--- config.mk ---
export PLATFORM = sky130hd
export DESIGN_NAME = dma_addr_gen
export DESIGN_NICKNAME = d
export VERILOG_FILES = /design/src/rtl/dma_pkg.sv /design/src/rtl/dma_term_decode.sv /design/src/rtl/dma_addr_gen.sv
export SDC_FILE = /design/constraint.sdc
export NUM_CORES = 1
export LEC_CHECK = 0
export BUFFER_PORTS_ARGS = -buffer_cell sky130_fd_sc_hd__buf_2
export CAP_MARGIN = 0
export CORE_AREA = 2 2 92 76
export CTS_CLUSTER_SIZE = 30
export DETAILED_ROUTE_END_ITERATION = 10
export DIE_AREA = 0 0 94 78
export PLACE_DENSITY_LB_ADDON = 0.15
export SLEW_MARGIN = 20
export SYNTH_ARGS = -nofsm -noshare
export SYNTH_HDL_FRONTEND = slang
export SYNTH_SLANG_ARGS = --single-unit
--- constraint.sdc ---
create_clock -name SCLK -period 5.3 [get_ports SCLK]
set_input_delay 1.06 -clock SCLK [delete_from_list [all_inputs] [get_ports SCLK]]
set_output_delay 1.06 -clock SCLK [all_outputs]
set_load 0.01 [all_outputs]
--- src/rtl/dma_pkg.sv ---
// Shared definitions for the Ramsey-side DMA address generator.
//   state_e        : address generator state machine encoding
//   INC_*          : byte increments per termination size
//   ACR_OFFSET     : register offset of the address counter register
package dma_pkg;

  typedef enum logic [2:0] {
    IDLE,
    ARMED,
    CYCLE,
    ACKWAIT,
    ERR
  } state_e;

  localparam logic [2:0] INC_LONG = 3'd4;
  localparam logic [2:0] INC_WORD = 3'd2;
  localparam logic [2:0] INC_BYTE = 3'd1;

  localparam logic [7:0] ACR_OFFSET = 8'h0C;

  // Address bus is driven while the generator owns an active or pending cycle.
  function automatic logic drives_bus(state_e s);
    return (s == ARMED) || (s == CYCLE) || (s == ACKWAIT);
  endfunction

endpackage

--- src/rtl/dma_term_decode.sv ---
// Combinational priority decode of the slave bus-cycle terminations.
//   berr_n_i  : _BERR, bus error (highest priority)
//   sterm_n_i : _STERM, synchronous 32-bit termination
//   dsack_n_i : _DSACK[1:0], asynchronous-port size acknowledge
//   term_o    : a non-error termination is present
//   err_o     : bus error termination is present
//   inc_o     : byte increment for the terminated transfer (0 if none)
module dma_term_decode
  import dma_pkg::*;
(
  input  logic       berr_n_i,
  input  logic       sterm_n_i,
  input  logic [1:0] dsack_n_i,
  output logic       term_o,
  output logic       err_o,
  output logic [2:0] inc_o
);

  always_comb begin
    term_o = 1'b0;
    err_o  = 1'b0;
    inc_o  = '0;
    if (!berr_n_i) begin
      err_o = 1'b1;
    end else if (!sterm_n_i) begin
      term_o = 1'b1;
      inc_o  = INC_LONG;
    end else begin
      unique case (dsack_n_i)
        2'b00: begin term_o = 1'b1; inc_o = INC_LONG; end
        2'b01: begin term_o = 1'b1; inc_o = INC_WORD; end
        2'b10: begin term_o = 1'b1; inc_o = INC_BYTE; end
        default: ;
      endcase
    end
  end

endmodule

--- src/rtl/dma_addr_gen.sv ---
// DMA address generator: holds the DMA address counter, loads it from the
// ACR write strobe and advances it by the transferred byte count once per
// completed bus cycle while the SDMAC owns the bus.
//   SCLK      : system clock, rising edge
//   RST       : synchronous reset, active high
//   ACR_WR    : one-cycle ACR load strobe, ACR_D : start address
//   _DMAEN    : low = SDMAC owns the bus
//   _AS       : address strobe (synchronous)
//   _STERM, _DSACK, _BERR : slave terminations
//   ADDR_O    : current DMA address, ADDR_OE : address drive enable
//   ACR_RB    : readback of loaded start address
//   CYC_DONE  : one-cycle pulse per completed transfer
//   BERR_FLAG, WRAP_FLAG, LOAD_REJ : sticky status flags
module dma_addr_gen
  import dma_pkg::*;
#(
  parameter int unsigned AW         = 32,
  parameter logic [1:0]  ALIGN_MASK = 2'b11
) (
  input  logic          SCLK,
  input  logic          RST,
  input  logic          ACR_WR,
  input  logic [AW-1:0] ACR_D,
  input  logic          _DMAEN,
  input  logic          _AS,
  input  logic          _STERM,
  input  logic [1:0]    _DSACK,
  input  logic          _BERR,
  output logic [AW-1:0] ADDR_O,
  output logic          ADDR_OE,
  output logic [AW-1:0] ACR_RB,
  output logic          CYC_DONE,
  output logic          BERR_FLAG,
  output logic          WRAP_FLAG,
  output logic          LOAD_REJ
);

  state_e        state_q, state_d;
  logic          as_prev_q;
  logic [AW-1:0] addr_q, addr_d;
  logic [AW-1:0] acr_q, acr_d;
  logic          oe_q, oe_d;
  logic          done_q, done_d;
  logic          berr_q, berr_d;
  logic          wrap_q, wrap_d;
  logic          rej_q, rej_d;

  logic          term, err;
  logic [2:0]    inc;
  logic          as_fall, in_cycle, do_inc, do_err, load_ok, load_rej;
  logic [AW:0]   sum;
  logic [AW-1:0] align_ext;

  dma_term_decode u_term (
    .berr_n_i  (_BERR),
    .sterm_n_i (_STERM),
    .dsack_n_i (_DSACK),
    .term_o    (term),
    .err_o     (err),
    .inc_o     (inc)
  );

  assign align_ext = {{(AW-2){1'b0}}, ALIGN_MASK};
  assign as_fall   = as_prev_q & ~_AS;
  assign in_cycle  = (state_q == CYCLE) && !_AS;
  // Increment is taken even when _DMAEN rises on the same edge.
  assign do_inc    = in_cycle && term;
  assign do_err    = in_cycle && err;
  assign load_ok   = ACR_WR && _DMAEN && (state_q == IDLE);
  assign load_rej  = ACR_WR && !_DMAEN;
  // One extra bit captures the carry out of the top address bit.
  assign sum       = {1'b0, addr_q} + {{(AW-2){1'b0}}, inc};

  // State register
  always_ff @(posedge SCLK) begin
    if (RST) begin
      state_q   <= IDLE;
      as_prev_q <= 1'b1;
    end else begin
      state_q   <= state_d;
      as_prev_q <= _AS;
    end
  end

  // Next-state logic
  always_comb begin
    state_d = state_q;
    if (_DMAEN) begin
      state_d = IDLE;
    end else begin
      unique case (state_q)
        IDLE:    state_d = ARMED;
        ARMED:   if (as_fall) state_d = CYCLE;
        CYCLE: begin
          if (_AS)       state_d = ARMED;
          else if (err)  state_d = ERR;
          else if (term) state_d = ACKWAIT;
        end
        ACKWAIT: if (_AS) state_d = ARMED;
        ERR:     state_d = ERR;
        default: state_d = IDLE;
      endcase
    end
  end

  // Output / datapath next values
  always_comb begin
    oe_d   = drives_bus(state_d);
    addr_d = addr_q;
    acr_d  = acr_q;
    done_d = 1'b0;
    berr_d = berr_q;
    wrap_d = wrap_q;
    rej_d  = rej_q;
    if (load_ok) begin
      addr_d = ACR_D & ~align_ext;
      acr_d  = ACR_D & ~align_ext;
      berr_d = 1'b0;
      wrap_d = 1'b0;
      rej_d  = 1'b0;
    end
    if (load_rej) rej_d = 1'b1;
    if (do_inc) begin
      addr_d = sum[AW-1:0];
      done_d = 1'b1;
      if (sum[AW]) wrap_d = 1'b1;
    end
    if (do_err) berr_d = 1'b1;
  end

  always_ff @(posedge SCLK) begin
    if (RST) begin
      addr_q <= '0;
      acr_q  <= '0;
      oe_q   <= 1'b0;
      done_q <= 1'b0;
      berr_q <= 1'b0;
      wrap_q <= 1'b0;
      rej_q  <= 1'b0;
    end else begin
      addr_q <= addr_d;
      acr_q  <= acr_d;
      oe_q   <= oe_d;
      done_q <= done_d;
      berr_q <= berr_d;
      wrap_q <= wrap_d;
      rej_q  <= rej_d;
    end
  end

  assign ADDR_O    = addr_q;
  assign ACR_RB    = acr_q;
  assign ADDR_OE   = oe_q;
  assign CYC_DONE  = done_q;
  assign BERR_FLAG = berr_q;
  assign WRAP_FLAG = wrap_q;
  assign LOAD_REJ  = rej_q;

endmodule

**Word level (Yosys, flattened, before mapping)**

Index checks and enable logic that the tools add are counted.

- Muxes and demuxes: 23
- Eq/ne operators: 9
- Bitwise gates (word level): 2
- Reduce and logical (&&, ||, !) cells: 16
- Add/sub/neg operators: 1

Operators by type and width:

| operator | count |
|---|---|
| 2-to-1 mux 32 bit | 2 |
| adder 32 x 3 -> 33 bit | 1 |
| 2-to-1 mux 3 bit | 8 |
| case mux 3 bit (5 select lines) | 1 |
| == test 3 x 2 -> 1 bit (second input constant) | 4 |
| 2-to-1 mux 1 bit | 11 |
| case mux 3 bit (3 select lines) | 1 |
| == test 3 x 1 -> 1 bit (second input constant) | 2 |
| logical AND 1 bit | 6 |
| nonzero test 2 bit | 3 |
| == test 3 bit (second input constant) | 1 |
| zero test 3 bit | 1 |
| OR reduction 3 bit | 1 |
| == test 2 x 1 -> 1 bit (second input constant) | 1 |
| == test 2 bit (second input constant) | 1 |
| zero test 1 bit | 2 |
| zero test 2 bit | 1 |
| logical OR 1 bit | 2 |
| AND 1 bit | 1 |
| NOT 1 bit | 1 |

- Logic and storage cells: 60
- Bits in registers: 71
- Bits of input ports: 41
- Output and inout port bits: 69

**Logic depth before layout (Yosys ltp)**

- Word-level depth: 13
- Mapped depth: 10
- Mapped depth without buffers: 10

**Modules after synthesis**

Synthesis repeated with hierarchy kept, for this count alone.

- Cell total of the unflattened synthesis: 424
- Area total of the unflattened synthesis: 3389.5 µm²

By module, submodules not included:

| module | instances | cells each | area each (µm²) | seq. area each (µm²) |
|---|---|---|---|---|
| dma_addr_gen | 1 | 417 | 3337.0 | 1421.4 |
| dma_term_decode | 1 | 7 | 52.6 | 0.0 |

**Least setup slack after synthesis**

OpenSTA, ideal clock, no wires.

- Kind: input -> register
- From: in _BERR
- To: reg addr_q[22], in the netlist ADDR_O[22]
- Buffers on the path: 0
- Data arrival time: 3.055 ns
- Path slack: 2.170 ns
- Data required time: 5.226 ns
- Cell stages on the path: 10
- Library setup time: 0.074 ns
- Cell sequence: nand2_1 nor3b_1 ha_1 inv_1 fa_1 nor2b_1 o2111a_4 nand2_2 or4_1 a31oi_1

- Cells in the longest elaborated chain, start to end: 3
- Elaborated cells on any way between the ends: 6
- Classes of those cells: add/sub: 1; mux: 3; reduce/logical: 2

RTL lines:

| what | RTL line | RTL |
|---|---|---|
| start, declared | dma_addr_gen.sv:28 | `input logic _BERR,` |
| 2-to-1 mux 3 bit or 2-to-1 mux 1 bit (tied branches) | dma_term_decode.sv:23 | `if (!berr_n_i) begin` |
| adder 32 x 3 -> 33 bit or logical AND 1 bit (tied branches) | dma_addr_gen.sv:72, dma_addr_gen.sv:67 |  |
| 2-to-1 mux 32 bit or nonzero test 2 bit (tied branches) | - |  |
| end signal, assigned | dma_addr_gen.sv:141 | `addr_q <= addr_d;` |
| end, declared | dma_addr_gen.sv:40 | `logic [AW-1:0] addr_q, addr_d;` |

Parallel ways exist; a longest one is shown, timed or not.
A chain may end at the register's enable or synchronous reset.

**Final worst setup path**

Ends and elaborated chain as after synthesis.

==> flow_summary.yaml <==
status:
  status: "finished, final reports clean"
sta:
  post-route-period-util_pct: 61.4
  rsz0062_at_grt: "no"
  finalSetupViolations: 0
  worstMarginPinSlew_ps: 1000
  clock_skew_ps: 7.02
  fin_setup_tns_ps: 0
  slew_violations: 0
  slew_headroom_pct: 33.0
  hold_violations: 0
  final.min_clock_period_ps: 3250
  max_freq_mhz: 307
synthesis:
  syn_area_per_cell_um2: 8.03
  syn-cell-area_mm2: 0.00335
  ys_types: 54
  yosysTopAreaCell: "dfxtp_1"
  ys_seq_area_share_pct: 42.4
  synth_edf_count: 0
  ys.flop_type: "dfxtp_1"
  synth_common_cells: "80 x nand2_1, 71 x dfxtp_1, 43 x a21oi_1, 23 x a31oi_1"
  async_reset_ff_share_pct: 0
  synth.most_common_cell: "nand2_1"
  ys_top_cells_by_area: "dfxtp_1 42%, nand2_1 9.0%, a21oi_1 6.4%"
  synth_top_cell_area_share_pct: 42.4
  postSynthCellCount: 417
  ys_warn_count: 0
  synth_seq_cells: 71
worst_hold_path:
  hold_path_end: "ACR_RB[6]$_SDFFE_PP0P_"
  holdPathStages: 2
  hp-class: "flop to flop"
  worstHoldStart: "ACR_RB[6]$_SDFFE_PP0P_"
drt:
  vias: 3463
  wirelength_mm: 9.13
  first_iter_violations: 222
  routed_via_density: 5.80
  antenna_left: 0
  dr.pass1.iters: 5
  post_drt_wl_per_cell_um: 15.3
  post-route-drc-count: 0
critical_path:
  rr_endpoint: "ADDR_O[15]$_SDFFE_PP0P_"
  worstSetupEndpointType: "flop"
  slowest_stage: "or4_1"
  critPathTopFamily: "simple AND/OR/NAND/NOR gates"
  crit_required_ps: 5580
  reg2reg_depth: 5
  cp.arrival_ps: 3540
  reg2reg_slack_ps: 2820
  slowest_delay_ps: 490
  path_class: "input pin to flop"
  crit_chain: "buf_2 -> nand2_1 -> nor3b_1 -> ha_1 -> inv_1 -> fa_1 -> nor2b_1 -> o2111a_4 -> nand2_2 -> or4_1 -> a31oi_1"
  r2r-start: "state_q[1]$_SDFF_PP0_"
  critPathMaxFanout: 8
  cp-start-kind: "input pin"
  cp_num_buf_inv: 2
placement:
  gp_congestion: 0.843
  numPortBuffers: 105
  dpl.cell_count: 581
  dp_hpwl_mm: 6.08
power:
  peakVddDrop_mv: 0.185
  switchingPower_mw: 0.287
  power.density_mw_per_mm2: 275
  netSwitchingFraction_pct: 25.7
  intPower_mw: 0.832
  comb_power_share_pct: 10.4
  leakage_nw: 1.71
  p_seq_share_pct: 51.6
  clock_power_share_pct: 38.0
final_layout:
  fin_nets: 553
  final_cells: 597
  nFillCells: 587
  area_growth_pct: 21.4
  diodes: 0
  drive_above_1_share_pct: 26.3
floorplan:
  ios: 110
  die_width_um: 94
  dieHeight_um: 78
  num_rows: 26
  core_mm2: 0.00634
  initial_core_util_pct: 52.8
  die_area_mm2: 0.00733
global_routing:
  overflow: 0
  grt_max_degree: 47
  antenna_found_initial: 0
  grt_pass1_wl_mm: 15.1
  grt_usage_pct: 25.8
  grt_pass1_vias: 3191
clock_network:
  cts_setup_buffers: 0
  clockBufferDepth: 2
  cts_made_buffers: 9
  root_buffer: "clkbuf_8"
  clkTransAtPathRegs_ps: 70
  cts_tree: "built"
  cts.sinks: 71
  cts_resized: 0
  cts_hold_buf: 0
  h-tree-depth: 3
  clock_latency_ps: 350
flow_run:
  drv_cap: 0
sequential cells by signal, summed over array words and instances (netlist names):
register	flops
state_q	3
ADDR_O	32
ADDR_OE	1
as_prev_q	1
LOAD_REJ	1
BERR_FLAG	1
WRAP_FLAG	1
CYC_DONE	1
ACR_RB	30
how the worst max path moves through the flow:
stage | start | cells after the start | end | slack [ps]
2_1_floorplan | _BERR | 10 | ADDR_O[22]$_SDFFE_PP0P_ | 2170
4_1_cts | _BERR | 11 | ADDR_O[22]$_SDFFE_PP0P_ | 2080
5_1_grt | _BERR | 11 | ADDR_O[30]$_SDFFE_PP0P_ | 1890
3_5_place_dp | _BERR | 11 | ADDR_O[22]$_SDFFE_PP0P_ | 1720
3_3_place_gp | _BERR | 11 | ADDR_O[22]$_SDFFE_PP0P_ | 1760
6_report | _BERR | 11 | ADDR_O[22]$_SDFFE_PP0P_ | 2050
cell families after synthesis:
group                      count (synthesis)  share of synthesized area (%)
and+or+nand+nor                          185                           27.8
AOI/OAI and AO/OA                        115                           21.6
DFF                                       71                           42.4
buffers and inverters                     35                           4.74
xor gates and xnor gates                   5                           1.31
adders and majority gates                  4                           1.72
other                                      1                          0.112
muxes                                      1                          0.299
per-layer routing:
layer | global-route usage [%] | wire [um] | up-vias
met1 | 32.8 | 4040 | 1602
li1 | - | - | 1697
met4 | 8.55 | 121 | 0
met3 | 6.99 | 699 | 11
met2 | 42.4 | 4270 | 153
met5 | 0 | 0 | -
stage by stage:
step / setup slack, ps / total power, mW / hold WS (ps) / utilization [%] / instance area [um^2]
after floorplan: 2170 / 0.652 / 480 / - / 3350
after global placement: 1760 / 0.701 / 438 / 61.1 / 3870
after detailed placement: 1720 / 0.705 / 443 / 61.1 / 3870
after CTS: 2080 / 1.13 / 453 / 64.1 / 4070
after global routing: 1890 / 1.17 / 476 / 64.1 / 4070
final: 2050 / 1.12 / 451 / 64.1 / 4070
placed cells by master, fill, tap and decap left out, drive strengths merged, types with 8 or more instances in the layout:
master,netlist,final
nor2,19,19
nand3,19,19
a21oi,43,43
dfxtp,71,71
nand4,8,8
or3,11,11
buf,10,108
o21ai,17,17
nand2,81,81
a31oi,23,23
clkbuf,19,12
layout make-up:
type	count	area [um^2]	share of cell area [%]
clock buffers	12	145	3.57
clock inverters	4	45.0	1.11
inverters	6	22.5	0.554
multi-input cells	312	1780	43.8
flip-flops and latches	71	1420	34.9
well taps	84	105	2.58
repair buffers	108	548	13.5
power by group through the flow:
stage,registers (mW),clock network [mW],logic (mW)
6_report,0.577,0.426,0.117
5_1_grt,0.580,0.456,0.131
4_1_cts,0.576,0.433,0.117
3_5_place_dp,0.588,0,0.117
3_3_place_gp,0.587,0,0.114
2_1_floorplan,0.596,0,0.0568
worst register-to-register path, delay by kind of cell, from the launching register on:
family           cells  cell delay (ps)
AO/OA/AOI/OAI        1              170
AND/OR/NAND/NOR      4             1810
flip-flops           1              420
Power figures use the tool's default switching activity.
